===== src/rtl/point_test_pkg.sv =====
// point_test_pkg: sideband codes, comparator control encodings and states shared by the point-test blocks
package point_test_pkg;
  localparam logic [3:0] TEST_REQ    = 4'b0001;
  localparam logic [3:0] TEST_RESP   = 4'b0010;
  localparam logic [3:0] CLR_REQ     = 4'b0011;
  localparam logic [3:0] CLR_RESP    = 4'b0100;
  localparam logic [3:0] RESULT_REQ  = 4'b0101;
  localparam logic [3:0] RESULT_RESP = 4'b0110;
  localparam logic [3:0] END_REQ     = 4'b0111;
  localparam logic [3:0] END_RESP    = 4'b1000;
  localparam logic [1:0] CW_IDLE    = 2'b00;
  localparam logic [1:0] CW_CLEAR   = 2'b01;
  localparam logic [1:0] CW_LFSR    = 2'b10;
  localparam logic [1:0] CW_PERLANE = 2'b11;
  typedef enum logic [3:0] {
    IDLE, WAIT_TEST_REQ, SEND_TEST_RESP, WAIT_CLR_REQ, SEND_CLR_RESP, WAIT_RESULT_REQ,
    SEND_RESULT_RESP, WAIT_END_REQ, SEND_END_RESP, DONE, TIMEOUT
  } state_t;
  function automatic logic [3:0] req_of(input state_t s);
    return s == WAIT_TEST_REQ ? TEST_REQ : s == WAIT_CLR_REQ ? CLR_REQ :
           s == WAIT_RESULT_REQ ? RESULT_REQ : END_REQ;
  endfunction
  function automatic logic [3:0] resp_of(input state_t s);
    return s == SEND_TEST_RESP ? TEST_RESP : s == SEND_CLR_RESP ? CLR_RESP :
           s == SEND_RESULT_RESP ? RESULT_RESP : END_RESP;
  endfunction
endpackage


===== src/rtl/sb_send_handshake.sv =====
// sb_send_handshake: sideband send request, deferred while the TX side owns the path, completed by busy negedge
module sb_send_handshake (
  input  logic clk,
  input  logic rst,
  input  logic active,
  input  logic i_valid_tx,
  input  logic i_busy_negedge_detected,
  output logic o_valid,
  output logic o_done
);
  assign o_done = o_valid && i_busy_negedge_detected;
  always_ff @(posedge clk)
    o_valid <= (rst || !active) ? 1'b0 : o_valid ? !i_busy_negedge_detected : !i_valid_tx;
endmodule


===== src/rtl/tx_point_test_rx_multilane.sv =====
// tx_point_test_rx_multilane: RX responder for the TX-initiated multilane point test with timeout and lane masking
module tx_point_test_rx_multilane
  import point_test_pkg::*;
#(
  parameter int NUM_LANES   = 16,
  parameter int MSG_W       = 4,
  parameter int TIMEOUT_W   = 20,
  parameter int TIMEOUT_CYC = 800000
) (
  input  logic                 clk,
  input  logic                 rst,
  input  logic                 i_en,
  input  logic                 i_mainband_or_valtrain_test,
  input  logic                 i_lfsr_or_perlane,
  input  logic [NUM_LANES-1:0] i_lane_mask,
  input  logic                 i_valid_tx,
  input  logic                 i_busy_negedge_detected,
  input  logic [MSG_W-1:0]     i_sideband_message,
  input  logic                 i_sideband_message_valid,
  input  logic [NUM_LANES-1:0] i_comparison_results,
  input  logic                 i_valid_result,
  output logic [MSG_W-1:0]     o_sideband_message,
  output logic [15:0]          o_sideband_data,
  output logic                 o_msg_info,
  output logic                 o_valid_rx,
  output logic                 o_data_valid,
  output logic [1:0]           o_mainband_pattern_compartor_cw,
  output logic                 o_comparison_valid_en,
  output logic                 o_all_pass,
  output logic                 o_timeout,
  output logic                 o_test_ack_rx
);
  state_t state, nxt, succ;
  logic [TIMEOUT_W-1:0] cnt;
  logic [NUM_LANES-1:0] res, res_q;
  logic in_wait, in_send, hit, tc, done;
  assign in_wait = state inside {WAIT_TEST_REQ, WAIT_CLR_REQ, WAIT_RESULT_REQ, WAIT_END_REQ};
  assign in_send = state inside {SEND_TEST_RESP, SEND_CLR_RESP, SEND_RESULT_RESP, SEND_END_RESP};
  assign hit = in_wait && i_sideband_message_valid && i_sideband_message == MSG_W'(req_of(state));
  assign tc = cnt == TIMEOUT_W'(TIMEOUT_CYC - 1);
  assign succ = state_t'(state + 4'd1);
  assign res = i_comparison_results | ~i_lane_mask;
  assign o_sideband_data = 16'(res_q);
  assign o_data_valid = o_valid_rx && state == SEND_RESULT_RESP;
  always_comb
    nxt = state == IDLE ? WAIT_TEST_REQ : in_wait ? (hit ? succ : tc ? TIMEOUT : state) :
          (in_send && done) ? succ : state;
  sb_send_handshake u_hs (
    .clk                     (clk),
    .rst                     (rst),
    .active                  (i_en && in_send),
    .i_valid_tx              (i_valid_tx),
    .i_busy_negedge_detected (i_busy_negedge_detected),
    .o_valid                 (o_valid_rx),
    .o_done                  (done)
  );
  always_ff @(posedge clk) begin
    if (rst || !i_en) begin
      state <= IDLE;
      cnt <= '0;
      o_sideband_message <= '0;
      res_q <= '0;
      o_msg_info <= 1'b0;
      o_mainband_pattern_compartor_cw <= CW_IDLE;
      o_comparison_valid_en <= 1'b0;
      o_all_pass <= 1'b0;
      o_test_ack_rx <= 1'b0;
      if (rst) o_timeout <= 1'b0;
    end else begin
      state <= nxt;
      cnt <= (nxt != state || !in_wait) ? '0 : cnt + 1'b1;
      if (o_mainband_pattern_compartor_cw == CW_CLEAR) o_mainband_pattern_compartor_cw <= CW_IDLE;
      if (nxt != state) begin
        if (nxt == WAIT_TEST_REQ) o_timeout <= 1'b0;
        if (nxt inside {SEND_TEST_RESP, SEND_CLR_RESP, SEND_RESULT_RESP, SEND_END_RESP})
          o_sideband_message <= MSG_W'(resp_of(nxt));
        if (nxt == SEND_CLR_RESP && !i_mainband_or_valtrain_test)
          o_mainband_pattern_compartor_cw <= CW_CLEAR;
        if (state == SEND_CLR_RESP) begin
          if (i_mainband_or_valtrain_test) o_comparison_valid_en <= 1'b1;
          else o_mainband_pattern_compartor_cw <= i_lfsr_or_perlane ? CW_PERLANE : CW_LFSR;
        end
        if (nxt == SEND_RESULT_RESP) begin
          o_mainband_pattern_compartor_cw <= CW_IDLE;
          o_comparison_valid_en <= 1'b0;
          res_q <= res;
          o_msg_info <= i_valid_result;
          o_all_pass <= &res;
        end
        if (nxt == DONE) o_test_ack_rx <= 1'b1;
        if (nxt == TIMEOUT) begin
          o_timeout <= 1'b1;
          o_test_ack_rx <= 1'b1;
          o_mainband_pattern_compartor_cw <= CW_IDLE;
        end
      end
    end
  end
endmodule


===== config.mk =====
export PLATFORM = sky130hd
export DESIGN_NAME = tx_point_test_rx_multilane
export DESIGN_NICKNAME = d
export VERILOG_FILES = /design/src/rtl/point_test_pkg.sv /design/src/rtl/sb_send_handshake.sv /design/src/rtl/tx_point_test_rx_multilane.sv
export SDC_FILE = /design/constraint.sdc
export NUM_CORES = 1
export LEC_CHECK = 0
export ABC_AREA = 1
export CAP_MARGIN = 40
export CORE_ASPECT_RATIO = 1.25
export CORE_MARGIN = 5
export CORE_UTILIZATION = 45
export CTS_BUF_LIST = sky130_fd_sc_hd__clkbuf_8 sky130_fd_sc_hd__clkbuf_16
export CTS_CLUSTER_SIZE = 8
export DETAILED_ROUTE_END_ITERATION = 12
export GPL_TIMING_DRIVEN = 0
export PLACE_DENSITY = 0.84
export SYNTH_ARGS = -nofsm -noshare
export SYNTH_HDL_FRONTEND = slang
export SYNTH_HIERARCHICAL = 1
export SYNTH_SLANG_ARGS = --single-unit

===== constraint.sdc =====
create_clock -name clk -period 2.9 [get_ports clk]
set_input_delay 0.29 -clock clk [delete_from_list [all_inputs] [get_ports clk]]
set_output_delay 0.29 -clock clk [all_outputs]
set_load 0.05 [all_outputs]

==> results summary <==
The clock latency at the later pin of the worst-skew pair came out at 0.30 ns. Setup repair after global routing left no endpoint under its margin. The number of buffers created by CTS came out at 5. The placeable core area came out at 6480 µm². STA classifies the critical path endpoint as a flop. The critical path class is reg2reg. Entering global routing, the biggest net connects 16 pins. Ranked by total cell area, the synthesized netlist is headed by sky130_fd_sc_hd__dfxtp_1 34%, sky130_fd_sc_hd__nand2_1 14%, sky130_fd_sc_hd__inv_1 8.0%, sky130_fd_sc_hd__nor2_1 7.0%, sky130_fd_sc_hd__nand3_1 4.7%. The count of state elements after synthesis is 51. After synthesis, the most frequently instantiated cells are 110 x sky130_fd_sc_hd__nand2_1, 63 x sky130_fd_sc_hd__inv_1, 55 x sky130_fd_sc_hd__nor2_1, 50 x sky130_fd_sc_hd__dfxtp_1, 28 x sky130_fd_sc_hd__nand3_1. The number of antenna violations at the first check in global routing was 0. Setup violations remaining at the end of the flow were counted as 0. Yosys instantiated no cell more often than sky130_fd_sc_hd__nand2_1. The number of filler instances in the final layout came out at 602.

The repair_antennas step left the layout with diodes totalling 0. The worst hold path stage count came out at 2. The element type at the critical path start is a flop. The flow ran to the end, and the final reports show no timing, DRC or antenna violations. For the pin with the worst max-slew slack, the measured transition is 0.638 ns. The top cell type's share of synthesized area came out at 0.338. The first detailed-routing pass took 4 iterations. The unique cell type count in the Yosys netlist is 39.

The cell leakage power came out at 1.55 nW. For this design the ratio of total power to cell area is 331 nW/µm². The data arrival at the endpoint of the critical path is 2.78 ns. When the netlist entered floorplanning its net count stood at 484. The first routing iteration left 163 violations. The sequential cell area is 1030 µm².

Of the cells placed in the final design, the portion with a size suffix greater than 1 is 0.142. The HPWL reported at the end of detailed placement came out at 5390 µm. The remaining antenna violation count after routing came out at 0. The largest total area in the synthesized netlist belongs to sky130_fd_sc_hd__dfxtp_1. The proportion of register bits with asynchronous set or reset after synthesis is 0. The average wire per cell in the routed design came out at 11.2 µm. The number of slew-limit violations in the final report came to 0.

The number of vias per cell came out at 4.75. The post-route setup TNS is 0 ns. The worst path required time is 3.06 ns.

The largest driver fanout on the critical path came out at 10. The setup slack of the worst register-to-register path is 0.28 ns. The floorplan die area came out at 8320 µm². The maximum vdd drop came out at 0.317 mV.

The remaining max-slew budget at the tightest pin is 0.575. The routability congestion estimate from global placement came out at 0.857. The number of placed I/O pins is 74.

Counting every instance in the synthesized netlist gives 434. The final layout contains routed wiring with a total length of 6740 µm. The die outline height came out at 101 µm. The remaining global-route overflow is 0.

The signed area change from the synthesized netlist to the final layout is 30.9%. The library cell used as clock root buffer is sky130_fd_sc_hd__clkbuf_8. The initial core utilization came out at 0.457. For this run, the number of Yosys warnings is 6. The post-synthesis instance area came out at 2970 µm².

The final critical path time including I/O delays and setup came out at 2.62 ns. The most used flip-flop cell after synthesis is sky130_fd_sc_hd__dfxtp_1. The deepest level of the CTS H-tree came out at 2. The number of buffers added on ports came out at 72. The clock slew at the register clock pins of the worst setup and hold paths is 0.09 ns. The maximum clock insertion buffer count is 2. The area of the multi-input gates came out at 1590 µm². The number of synthesized flops with an enable pin is 1.

For this run, design rule violations remaining after detail routing come to 0. The clock skew came out at 0.00354 ns. For hold timing, the worst endpoint is o_sideband_message[3].

The number of global-route vias before repair came to 2,815. The depth of the worst register-to-register path is 17. The floorplan has 33 rows. The count of endpoints failing hold in the final timing report came out at 0. A synthesized cell averages 6.83 µm². The worst register-to-register path begins at state[0]. The part of the Yosys area used for sequential elements came out at 0.348. In the global route stage, overall resource usage came out at 0.169.

The total number of nets in the final design came out at 563. Static timing analysis puts the maximum clock frequency at 382 MHz. In this run the critical register-to-register path is captured at o_sideband_data[13]. The startpoint identified for the worst hold timing path is o_sideband_message[3].

The clock drives 51 sinks. The final core area utilization came out at 0.599. The part of the cycle the worst path needs is 0.904. TritonCTS built the clock tree. The vias after detailed routing came out at 2,854. The type of the worst min-delay path is reg2reg.

After clock tree synthesis, the setup repair step added 0 buffers. The global-route wire length before repair is 11,300 µm. The number of max-capacitance violations reported came out at 0. The die is 82.6 µm wide.
stage by stage:
stage | hold slack, ns | setup slack, ns | std cells | area [µm²] | total power [mW]
floorplan | 0.418 | 0.606 | 434 | 2970 | 0.824
global placement | 0.430 | 0.306 | 593 | 3790 | 0.904
detailed placement | 0.442 | 0.234 | 593 | 3790 | 0.907
CTS | 0.470 | 0.219 | 601 | 3880 | 1.30
global route | 0.499 | 0.0234 | 601 | 3880 | 1.34
finish | 0.466 | 0.279 | 601 | 3880 | 1.29
final cells by class:
cell class                      count  area share
Multi-Input combinational cell    305       0.410
Clock buffer                        5      0.0177
Sequential cell                    51       0.266
Buffer                              9      0.0200
Timing Repair Buffer               72       0.186
Clock inverter                      3     0.00387
Tap cell                           87      0.0280
Inverter                           69      0.0686
kinds of logic (layout without fill, tap and decap cells):
group / after synthesis / count (layout) / synth area share
flops: 51 / 51 / 0.348
compound gates: 44 / 44 / 0.0916
xor+xnor: 12 / 12 / 0.0354
buf+inv: 78 / 158 / 0.116
other cells: 1 / 1 / 0.00126
fa+ha+maj: 5 / 5 / 0.0211
simple gates: 243 / 243 / 0.387
cell usage in the layout (no fill, tap or decap), types with 3 or more instances in the layout:
cell and n:
sky130_fd_sc_hd__o21ai_0 6, sky130_fd_sc_hd__nor2_1 55, sky130_fd_sc_hd__nand2_1 110, sky130_fd_sc_hd__nor3_2 3
sky130_fd_sc_hd__nand3_2 3, sky130_fd_sc_hd__clkbuf_8 5, sky130_fd_sc_hd__inv_2 3, sky130_fd_sc_hd__xnor2_1 4
sky130_fd_sc_hd__nand3_1 28, sky130_fd_sc_hd__dfxtp_1 49, sky130_fd_sc_hd__nand2_2 17, sky130_fd_sc_hd__nor2_2 7
sky130_fd_sc_hd__a21oi_1 22, sky130_fd_sc_hd__buf_4 3, sky130_fd_sc_hd__nor2_4 3, sky130_fd_sc_hd__a21oi_2 11
sky130_fd_sc_hd__nor3_1 4, sky130_fd_sc_hd__clkdlybuf4s50_1 72, sky130_fd_sc_hd__inv_1 64, sky130_fd_sc_hd__xor2_1 8
sky130_fd_sc_hd__ha_1 4, sky130_fd_sc_hd__nand4_1 6
power by group:
part           leakage, nW  internal [mW]  switching [mW]  total, mW
clock network       0.0496          0.166           0.229      0.395
registers            0.414          0.705         0.00290      0.708
logic                 1.09         0.0882          0.0946      0.183
total                 1.55          0.960           0.327       1.29
state kept, by name (all words and copies together), names as in the netlist:
signal / count
o_sideband_message: 3
o_mainband_pattern_compartor_cw: 2
o_timeout: 1
o_all_pass: 1
state: 4
o_sideband_data: 16
o_msg_info: 1
u_hs/o_valid: 1
cnt: 20
o_test_ack_rx: 1
o_comparison_valid_en: 1
critical path: stages (launching register included):
cell	delay [ns]
sky130_fd_sc_hd__dfxtp_1	0.47
sky130_fd_sc_hd__ha_1	0.30
sky130_fd_sc_hd__nor2_2	0.08
sky130_fd_sc_hd__nor2_4	0.16
sky130_fd_sc_hd__nand2_2	0.08
sky130_fd_sc_hd__nor2_2	0.11
sky130_fd_sc_hd__nand2_2	0.09
sky130_fd_sc_hd__a21oi_2	0.12
sky130_fd_sc_hd__nand2_1	0.12
sky130_fd_sc_hd__nand3_4	0.12
sky130_fd_sc_hd__nand2_1	0.08
sky130_fd_sc_hd__nand2_2	0.09
sky130_fd_sc_hd__nand3b_4	0.13
sky130_fd_sc_hd__nand2_4	0.16
sky130_fd_sc_hd__clkinv_4	0.11
sky130_fd_sc_hd__buf_12	0.16
sky130_fd_sc_hd__nand2_2	0.06
sky130_fd_sc_hd__a21oi_2	0.04
timing repair:
action / in CTS / in global routing
endpoints found under the setup margin: 0 / 17
hold buffers: 0 / 0
gates resized for setup: 0 / 2
routing by layer:
layer,vias up,GRT usage,wire [µm]
li1,1495,-,-
met1,1264,0.176,2610
met2,87,0.306,3380
met3,8,0.0662,668
met4,0,0.0503,82
met5,-,0,0
how the worst max path moves through the flow:
stage,start,endpoint,slack (ns),cells after the start
6_report,state[0],o_sideband_data[13],0.28,17
5_1_grt,state[0],o_sideband_data[14],0.02,19
4_1_cts,state[1],o_sideband_data[12],0.22,19
3_5_place_dp,state[1],o_sideband_data[12],0.23,19
3_3_place_gp,state[1],o_sideband_data[8],0.31,21
2_1_floorplan,state[1],o_sideband_data[12],0.61,21
Note: power is estimated with default switching activity, not from simulation.
